==> config.mk <==
export PLATFORM = sky130hd
export DESIGN_NAME = ex_sequencer_flat
export DESIGN_NICKNAME = d
export VERILOG_FILES = /design/src/rtl/ex_sequencer_if.sv /design/src/rtl/ex_sequencer.sv /design/src/flat_wrapper.sv
export SDC_FILE = /design/constraint.sdc
export NUM_CORES = 1
export LEC_CHECK = 0
export CAP_MARGIN = 20
export CORE_MARGIN = 5
export CORE_UTILIZATION = 42
export CTS_BUF_LIST = sky130_fd_sc_hd__clkbuf_4 sky130_fd_sc_hd__clkbuf_8
export CTS_CLUSTER_DIAMETER = 100
export DETAILED_ROUTE_END_ITERATION = 12
export PLACE_DENSITY = 0.79
export SYNTH_ARGS = -nofsm -noshare
export SYNTH_HDL_FRONTEND = slang
export SYNTH_SLANG_ARGS = --single-unit
==> constraint.sdc <==
create_clock -name clk -period 1.5 [get_ports clk]
set_input_delay 0.3 -clock clk [delete_from_list [all_inputs] [get_ports clk]]
set_output_delay 0.3 -clock clk [all_outputs]
set_load 0.005 [all_outputs]
==> src/rtl/ex_sequencer_if.sv <==
// Decode-to-ex handshake plus ex-stage control bundle for the execution sequencer.
// master = decode/mem side driving the sequencer, slave = the sequencer itself.
interface ex_sequencer_if;
  logic       id_valid;
  logic       id_ready;
  logic [2:0] id_opclass;
  logic [3:0] id_alu_op;
  logic       id_set_cond;
  logic [5:0] id_rd;
  logic       alu_branch;
  logic       mem_ready;
  logic       ex_imm_sel;
  logic       ex_src_sel;
  logic [3:0] ex_alu_ctrl;
  logic       ex_set_cond;
  logic [5:0] ex_rd;
  logic       ex_valid;
  logic       flush;
  logic       mul_busy;

  modport master (
    output id_valid, id_opclass, id_alu_op, id_set_cond, id_rd, alu_branch, mem_ready,
    input  id_ready, ex_imm_sel, ex_src_sel, ex_alu_ctrl, ex_set_cond, ex_rd, ex_valid,
           flush, mul_busy
  );

  modport slave (
    input  id_valid, id_opclass, id_alu_op, id_set_cond, id_rd, alu_branch, mem_ready,
    output id_ready, ex_imm_sel, ex_src_sel, ex_alu_ctrl, ex_set_cond, ex_rd, ex_valid,
           flush, mul_busy
  );
endinterface

==> src/rtl/ex_sequencer.sv <==
// Execution-stage control sequencer: decodes ops from ID into ex controls,
// sequences multi-cycle MUL, holds on mem backpressure, flushes after a taken branch.
//
// state   | meaning
// --------+-----------------------------------------------------------
// S_RUN   | normal issue, one op per handshake
// S_MUL   | MUL occupying the ALU, cnt counts down to completion
// S_FLUSH | flush asserted after a taken branch, cnt counts down to exit
module ex_sequencer #(
  parameter int unsigned MUL_CYCLES   = 4,
  parameter int unsigned FLUSH_CYCLES = 2
) (
  input  logic          clk,
  input  logic          rst,
  ex_sequencer_if.slave bus
);

  localparam logic [2:0] OP_ALU_REG = 3'd0;
  localparam logic [2:0] OP_ALU_IMM = 3'd1;
  localparam logic [2:0] OP_LDST    = 3'd2;
  localparam logic [2:0] OP_BRANCH  = 3'd3;
  localparam logic [2:0] OP_MUL     = 3'd4;
  localparam logic [3:0] MUL_LOAD   = 4'(MUL_CYCLES - 1);
  localparam logic [3:0] FLUSH_LOAD = 4'(FLUSH_CYCLES - 1);

  typedef enum logic [1:0] {S_RUN = 2'd0, S_MUL = 2'd1, S_FLUSH = 2'd2} state_t;

  state_t     state, state_n;
  logic [3:0] cnt, cnt_n;
  logic       valid_q, valid_n;
  logic       imm_q, imm_n;
  logic       src_q, src_n;
  logic [3:0] alu_q, alu_n;
  logic       sc_q, sc_n;
  logic [5:0] rd_q, rd_n;
  logic       br_q, br_n;
  logic       id_ready_c, accept, retire, taken;

  assign id_ready_c = ~rst & (state == S_RUN) & ~(valid_q & ~bus.mem_ready);
  assign accept     = bus.id_valid & id_ready_c;
  assign retire     = valid_q & bus.mem_ready;
  // branch outcome only matters in the cycle mem takes the branch
  assign taken      = retire & br_q & bus.alu_branch;

  always_ff @(posedge clk) begin
    if (rst) begin
      state   <= S_RUN;
      cnt     <= '0;
      valid_q <= 1'b0;
      imm_q   <= 1'b0;
      src_q   <= 1'b0;
      alu_q   <= '0;
      sc_q    <= 1'b0;
      rd_q    <= '0;
      br_q    <= 1'b0;
    end else begin
      state   <= state_n;
      cnt     <= cnt_n;
      valid_q <= valid_n;
      imm_q   <= imm_n;
      src_q   <= src_n;
      alu_q   <= alu_n;
      sc_q    <= sc_n;
      rd_q    <= rd_n;
      br_q    <= br_n;
    end
  end

  always_comb begin
    state_n = state;
    cnt_n   = cnt;
    valid_n = valid_q;
    imm_n   = imm_q;
    src_n   = src_q;
    alu_n   = alu_q;
    sc_n    = sc_q;
    rd_n    = rd_q;
    br_n    = br_q;
    case (state)
      S_RUN: begin
        if (retire) valid_n = 1'b0;
        if (taken) begin
          state_n = S_FLUSH;
          cnt_n   = FLUSH_LOAD;
        end
        if (accept) begin
          valid_n = 1'b1;
          imm_n   = 1'b0;
          src_n   = 1'b0;
          alu_n   = bus.id_alu_op;
          sc_n    = bus.id_set_cond;
          rd_n    = bus.id_rd;
          br_n    = 1'b0;
          case (bus.id_opclass)
            OP_ALU_REG: src_n = 1'b0;
            OP_ALU_IMM: src_n = 1'b1;
            OP_LDST: begin
              imm_n = 1'b1;
              src_n = 1'b1;
              alu_n = 4'h0;
            end
            OP_BRANCH: br_n = 1'b1;
            OP_MUL: begin
              alu_n   = 4'hF;
              valid_n = 1'b0;
              if (!taken) begin
                state_n = S_MUL;
                cnt_n   = MUL_LOAD;
              end
            end
            default: begin
              valid_n = 1'b0;
              alu_n   = 4'h0;
              sc_n    = 1'b0;
              rd_n    = '0;
            end
          endcase
        end
      end
      S_MUL: begin
        if (cnt == 4'd0) begin
          valid_n = 1'b1;
          state_n = S_RUN;
        end else begin
          cnt_n = cnt - 4'd1;
        end
      end
      S_FLUSH: begin
        if (retire) valid_n = 1'b0;
        if (cnt == 4'd0) state_n = S_RUN;
        else cnt_n = cnt - 4'd1;
      end
      default: state_n = S_RUN;
    endcase
  end

  assign bus.id_ready    = id_ready_c;
  assign bus.ex_valid    = valid_q;
  assign bus.ex_imm_sel  = imm_q;
  assign bus.ex_src_sel  = src_q;
  assign bus.ex_alu_ctrl = alu_q;
  assign bus.ex_set_cond = sc_q & valid_q;
  assign bus.ex_rd       = rd_q;
  assign bus.flush       = (state == S_FLUSH);
  assign bus.mul_busy    = (state == S_MUL);

endmodule

==> src/flat_wrapper.sv <==
// flat-port wrapper written by rule: the top's interface ports become plain ports
module ex_sequencer_flat 
#(
  parameter int unsigned MUL_CYCLES   = 4,
  parameter int unsigned FLUSH_CYCLES = 2
)
  (clk, rst, bus_id_valid, bus_id_opclass, bus_id_alu_op, bus_id_set_cond, bus_id_rd, bus_alu_branch, bus_mem_ready, bus_id_ready, bus_ex_imm_sel, bus_ex_src_sel, bus_ex_alu_ctrl, bus_ex_set_cond, bus_ex_rd, bus_ex_valid, bus_flush, bus_mul_busy);
  ex_sequencer_if bus_i ();
  input  logic clk;
  input  logic rst;
  input wire logic [$bits(bus_i.id_valid)-1:0] bus_id_valid;
  input wire logic [$bits(bus_i.id_opclass)-1:0] bus_id_opclass;
  input wire logic [$bits(bus_i.id_alu_op)-1:0] bus_id_alu_op;
  input wire logic [$bits(bus_i.id_set_cond)-1:0] bus_id_set_cond;
  input wire logic [$bits(bus_i.id_rd)-1:0] bus_id_rd;
  input wire logic [$bits(bus_i.alu_branch)-1:0] bus_alu_branch;
  input wire logic [$bits(bus_i.mem_ready)-1:0] bus_mem_ready;
  output wire logic [$bits(bus_i.id_ready)-1:0] bus_id_ready;
  output wire logic [$bits(bus_i.ex_imm_sel)-1:0] bus_ex_imm_sel;
  output wire logic [$bits(bus_i.ex_src_sel)-1:0] bus_ex_src_sel;
  output wire logic [$bits(bus_i.ex_alu_ctrl)-1:0] bus_ex_alu_ctrl;
  output wire logic [$bits(bus_i.ex_set_cond)-1:0] bus_ex_set_cond;
  output wire logic [$bits(bus_i.ex_rd)-1:0] bus_ex_rd;
  output wire logic [$bits(bus_i.ex_valid)-1:0] bus_ex_valid;
  output wire logic [$bits(bus_i.flush)-1:0] bus_flush;
  output wire logic [$bits(bus_i.mul_busy)-1:0] bus_mul_busy;
  assign bus_i.id_valid = bus_id_valid;
  assign bus_i.id_opclass = bus_id_opclass;
  assign bus_i.id_alu_op = bus_id_alu_op;
  assign bus_i.id_set_cond = bus_id_set_cond;
  assign bus_i.id_rd = bus_id_rd;
  assign bus_i.alu_branch = bus_alu_branch;
  assign bus_i.mem_ready = bus_mem_ready;
  assign bus_id_ready = bus_i.id_ready;
  assign bus_ex_imm_sel = bus_i.ex_imm_sel;
  assign bus_ex_src_sel = bus_i.ex_src_sel;
  assign bus_ex_alu_ctrl = bus_i.ex_alu_ctrl;
  assign bus_ex_set_cond = bus_i.ex_set_cond;
  assign bus_ex_rd = bus_i.ex_rd;
  assign bus_ex_valid = bus_i.ex_valid;
  assign bus_flush = bus_i.flush;
  assign bus_mul_busy = bus_i.mul_busy;
  ex_sequencer #(.MUL_CYCLES(MUL_CYCLES), .FLUSH_CYCLES(FLUSH_CYCLES)) u_core (.clk(clk), .rst(rst), .bus(bus_i));
endmodule
# After elaboration in Yosys (flattened, before gate mapping)

Index checks and enable logic that the tools add are counted.

Bits in registers: 21
Latch bits: 0
RAM bits: 0
Memory bits (read-only): 0
Logic and storage cells: 66
Memories kept: 0

Add/subtract/negate cells: 1
Multipliers: 0
Divide/modulo/power cells: 0
Order comparisons: 0
Equality and inequality tests: 9
Shift-type cells: 0
Mux-type cells: 23
Bitwise operators: 11
Reductions and logical operators: 13

Operators by type and width:

| cell                                                                   | number |
|---|---|
| 4-bit 2-to-1 mux                                                       | 5 |
| 4-bit case mux with 2 select lines                                     | 2 |
| 2-bit 2-to-1 mux                                                       | 5 |
| 1-bit bitwise AND                                                      | 8 |
| 1-bit 2-to-1 mux                                                       | 8 |
| 3-bit by 2-bit equality test with 1-bit output (second input constant) | 2 |
| 6-bit 2-to-1 mux                                                       | 1 |
| 2-bit AND reduction                                                    | 3 |
| 5-bit OR reduction                                                     | 1 |
| 4-bit zero test                                                        | 1 |
| 2-bit by 1-bit != test with 1-bit output (second input constant)       | 2 |
| 2-bit case mux with 2 select lines                                     | 1 |
| 2-bit OR reduction                                                     | 2 |
| 4-bit OR reduction                                                     | 1 |
| 4-bit by 1-bit subtractor with 4-bit output (second input constant)    | 1 |
| 3-bit by 1-bit equality test with 1-bit output (second input constant) | 1 |
| 3-bit equality test (second input constant)                            | 1 |
| 3-bit zero test                                                        | 1 |
| 1-bit inverter                                                         | 3 |
| 1-bit case mux with 3 select lines                                     | 1 |
| 3-bit nonzero test                                                     | 1 |
| 3-bit OR reduction                                                     | 1 |
| 2-bit by 1-bit equality test with 1-bit output (second input constant) | 1 |
| 2-bit equality test (second input constant)                            | 1 |
| 3 further kinds                                                        | 3 |

# Logic depth before layout (Yosys ltp)

Gate-level depths: netlist of run 1.

Depth in word-level cells: 8
Depth in mapped cells: 8
Mapped depth without buffers: 6

# Worst setup path after synthesis of run 1

No wires, ideal clock.

Path kind: register -> register
Start point: register u_core.state[0]
End point: register u_core.alu_q[1] (netlist: u_core.bus.ex_alu_ctrl[1])
Arrival: 1.526 ns
Required time: 1.381 ns
Path slack: -0.145 ns
Cell stages (with the launch flop): 8
Path buffers: 2
Cell sequence: dfxtp_1 inv_1 ha_1 and2b_1 and3_1 buf_2 buf_2 o221a_2

Longest elaborated chain between the ends: 5

RTL lines:

| what                              | RTL line                               | text |
|---|---|---|
| start, declared                   | ex_sequencer.sv:28                     | `state_t state, state_n;` |
| start signal, assigned            | ex_sequencer.sv:57                     | `state <= state_n;` |
| 2-bit zero test (*)               | ex_sequencer.sv:39, ex_sequencer.sv:79 |  |
| 1-bit bitwise AND (2 in series)   | ex_sequencer.sv:39                     | `assign id_ready_c = ~rst & (state == S_RUN) & ~(valid_q & ~bus.mem_ready);` |
| 1-bit bitwise AND                 | ex_sequencer.sv:40                     | `assign accept = bus.id_valid & id_ready_c;` |
| 2-bit AND reduction (no line) (*) | --                                     |  |
| end signal, assigned              | ex_sequencer.sv:62                     | `alu_q <= alu_n;` |
| end, declared                     | ex_sequencer.sv:33                     | `logic [3:0] alu_q, alu_n;` |

Every way passes the cells marked *; elsewhere a longest branch is shown, timed or not.
A chain may end at the register's enable or synchronous reset.

# Final worst setup path of run 1

Start point: register u_core.state[1]
End point: output port bus_id_ready

Longest elaborated chain between the ends: 3

RTL lines:

| what                            | RTL line           | text |
|---|---|---|
| 2-bit zero test                 | ex_sequencer.sv:39 |  |
| 1-bit bitwise AND (2 in series) | ex_sequencer.sv:39 |  |
| end, declared                   | flat_wrapper.sv:18 | `output wire logic [$bits(bus_i.id_ready)-1:0] bus_id_ready;` |

Every way passes these cells.

==> results_dict.tcl, run 1 <==
set metrics [dict create \
    period_minus_slack_ns 1.58 \
    ys_seq_area_frac 0.399 \
    ir_worst_vdd_mv 0.594 \
    syn_avg_cell_area_um2 9.02 \
    path_cells "inv_2 > ha_4 > and2b_1 > and2_1 > buf_2" \
    slowest_delay_ns 0.36 \
    required_ns 1.20 \
    synth_commonest_cells "21 x dfxtp_1, 17 x a21oi_1, 10 x nand2_1" \
    worstSkewPairLatency_ns 0.31 \
    slew_viol_final 0 \
    crit_slowest_cell "dfxtp_2" \
    syn2layout_area_growth_pct 68.6 \
    finalWeightedCongestion 0.832 \
    slew_headroom 0.753 \
    end_kind "output pin" \
    synth-edff-count 0 \
    rsz0062_at_grt "yes" \
    yosys.area.top_type "dfxtp_1" \
    drc_errors 0 \
    yosysTopAreaCellShare 0.399 \
    routed_wl_um 3220 \
    grt_antenna_before_repair 0 \
    grtUsageTotal 0.166 \
    syn_nets 141 \
    routed_via_density 5.39 \
    cts.sinks 21 \
    placedInstanceArea_um2 1610 \
    worstSetupPathType "reg -> out" \
    rows 18 \
    min_path_type "reg -> reg" \
    clock_skew_ns 0.00348 \
    syn_area_um2 1050 \
    grt_max_degree 20 \
    multi_input_area_um2 699 \
    yosysWarnings 0 \
    setup_slack_ns -0.0807 \
    fin_setup_tns_ns -0.296 \
    cts_made_buffers 3 \
    coreArea_um2 2430 \
    stdcell_area_um2 1780 \
    ys_types 37 \
    synth_seq_cells 21 \
    clock_path_buffers 2 \
    clockRootBuffer "clkbuf_4" \
    ff_latch_area_um2 440 \
    ant_nets 0 \
    synth-async-reset-ratio 0 \
    post-route-period-util 1.05 \
    final_hold_viol_count 0 \
    first_pass_iters 5 \
    netlist_instances 117 \
    synthFlopType "dfxtp_1" \
    dp.final_hpwl_um 2290 \
    worstHoldStart "u_core.bus.ex_rd[5]" \
    crit_arrival_ns 1.28 \
    violations "negative setup slack" \
    drive_gt1_frac 0.463 \
    grt_first_pass_wirelength_um 4580 \
    status "complete, but fails checks" \
    initial_utilization 0.434 \
    io_buffers 35 \
    synth_area_leaders "dfxtp_1 40%, a21oi_1 8.1%, ha_1 5.9%" \
    wl_per_cell_um 15.7 \
    leakagePower_nw 0.700 \
    power_density_nw_per_um2 635 \
    first_global_vias 1057 \
    drt_iter0_drc 26 \
    crit_fanout 3 \
    synth.most_common_cell "dfxtp_1" \
    finalHoldWorstSlack_ns 0.460 \
    diodes 0 \
    fp.dieH_um 60.1 \
    num_io_pins 36 \
    overflow 0 \
    die_area_um2 3610 \
    final_nets 200 \
    start_kind "flip-flop" \
    cts_tree "done" \
    worstMarginPinSlew_ns 0.366 \
    num_vias 1104 \
    fmax_ghz 0.633 \
    die_x_um 60.1 \
    critPathLaunch "u_core.state[1]" \
    ctsHoldBuffers 0 \
    nFillCells 176 \
    clk_pin_slew_ns 0.13 \
    maxCapViolations 0 \
    ctsHtreeMaxLevel 1 \
    worstReg2RegStart "u_core.state[1]" \
    place_ws_ns -0.377 \
    setup_viol 10 \
]
==> cells by family (layout without fill, tap and decap cells) <==
group / count (synthesis) / in the layout / share of synthesized area
and+or+nand+nor: 43 / 43 / 0.236
AOI/OAI and AO/OA: 35 / 35 / 0.246
DFF: 21 / 21 / 0.399
buffers and inverters: 12 / 70 / 0.0522
adders and majority gates: 5 / 5 / 0.0593
xor gates and xnor gates: 1 / 1 / 0.00831
==> power by group <==
part	leakage [nW]	internal (mW)	switching [mW]	total (mW)
clock	0.0177	0.0996	0.188	0.287
combinational	0.504	0.145	0.104	0.249
sequential	0.178	0.580	0.0112	0.592
total	0.700	0.825	0.303	1.13
==> critical path: cells and delay by family (launching register included) <==
kind,cells,cell delay [ns]
flip-flops,1,0.36
AND/OR/NAND/NOR,2,0.29
buffers and inverters,2,0.17
adder cells (fa/ha/maj),1,0.15
==> worst paths after layout <==
| path | endpoint | cells past startpoint | slack [ns] |
|---|---|---|---|
| hold / removal | u_core.bus.ex_rd[5] | 2 | 0.46 |
| setup / recovery | bus_id_ready | 5 | -0.08 |
| setup reg to reg | u_core.bus.ex_imm_sel | 6 | -0.06 |
| hold reg to reg | u_core.bus.ex_rd[5] | 2 | 0.46 |
==> metrics by stage <==
stage / util / instances / total power [mW]
floorplan: - / 117 / 0.689
global placement: 0.662 / 198 / 0.815
finish: 0.731 / 205 / 1.13
CTS: 0.688 / 203 / 1.10
global route: 0.731 / 205 / 1.17
detailed placement: 0.662 / 198 / 0.822
==> layer usage <==
layer  GRT usage  wire length (µm)  up-vias
met4      0.0633                28        0
met5           0                 0        -
met1       0.203              1380      532
li1            -                 -      546
met3      0.0173               123        4
met2       0.296              1690       22
==> state kept, by name, indices dropped and copies added, names as in the netlist <==
name / count
u_core.bus.ex_alu_ctrl: 4
u_core.bus.ex_src_sel: 1
u_core.sc_q: 1
u_core.bus.ex_imm_sel: 1
u_core.state: 2
u_core.bus.ex_valid: 1
u_core.cnt: 4
u_core.br_q: 1
u_core.bus.ex_rd: 6
==> layout make-up <==
type,count,area share
Timing Repair Buffer,61,0.312
Inverter,5,0.0106
Clock inverter,1,0.00281
Multi-Input combinational cell,84,0.393
Sequential cell,21,0.248
Tap cell,30,0.0211
Clock buffer,3,0.0127
==> placed cells by master, fill, tap and decap left out, types with 4 or more instances in the layout <==
cell type / netlist / routed
clkdlybuf4s50_1: 0 / 28
buf_4: 0 / 23
dfxtp_2: 0 / 16
a21oi_1: 17 / 11
nand2_1: 10 / 10
a21oi_2: 0 / 5
dfxtp_1: 21 / 5
inv_2: 0 / 4
nand2b_1: 5 / 4
o221a_2: 4 / 4
nand3_1: 8 / 4
==> what timing repair did <==
item | CTS | global route
pin swaps | 5 | 11
setup endpoints to repair | 15 | 35
gates cloned | 0 | 0
setup buffers | 2 | 3
resized for setup | 24 | 29
Note: power is estimated with default switching activity, not from simulation.
==> run 2, diff against run 1 <==
--- a/config.mk
+++ b/config.mk
@@ -11,7 +11,9 @@
 export CTS_BUF_LIST = sky130_fd_sc_hd__clkbuf_4 sky130_fd_sc_hd__clkbuf_8
 export CTS_CLUSTER_DIAMETER = 100
 export DETAILED_ROUTE_END_ITERATION = 12
+export GPL_ROUTABILITY_DRIVEN = 0
 export PLACE_DENSITY = 0.79
+export SLEW_MARGIN = 20
 export SYNTH_ARGS = -nofsm -noshare
 export SYNTH_HDL_FRONTEND = slang
 export SYNTH_SLANG_ARGS = --single-unit
==> results of run 2 <==
Same layout as run 1: the final DEF is identical, and so are final timing and power.
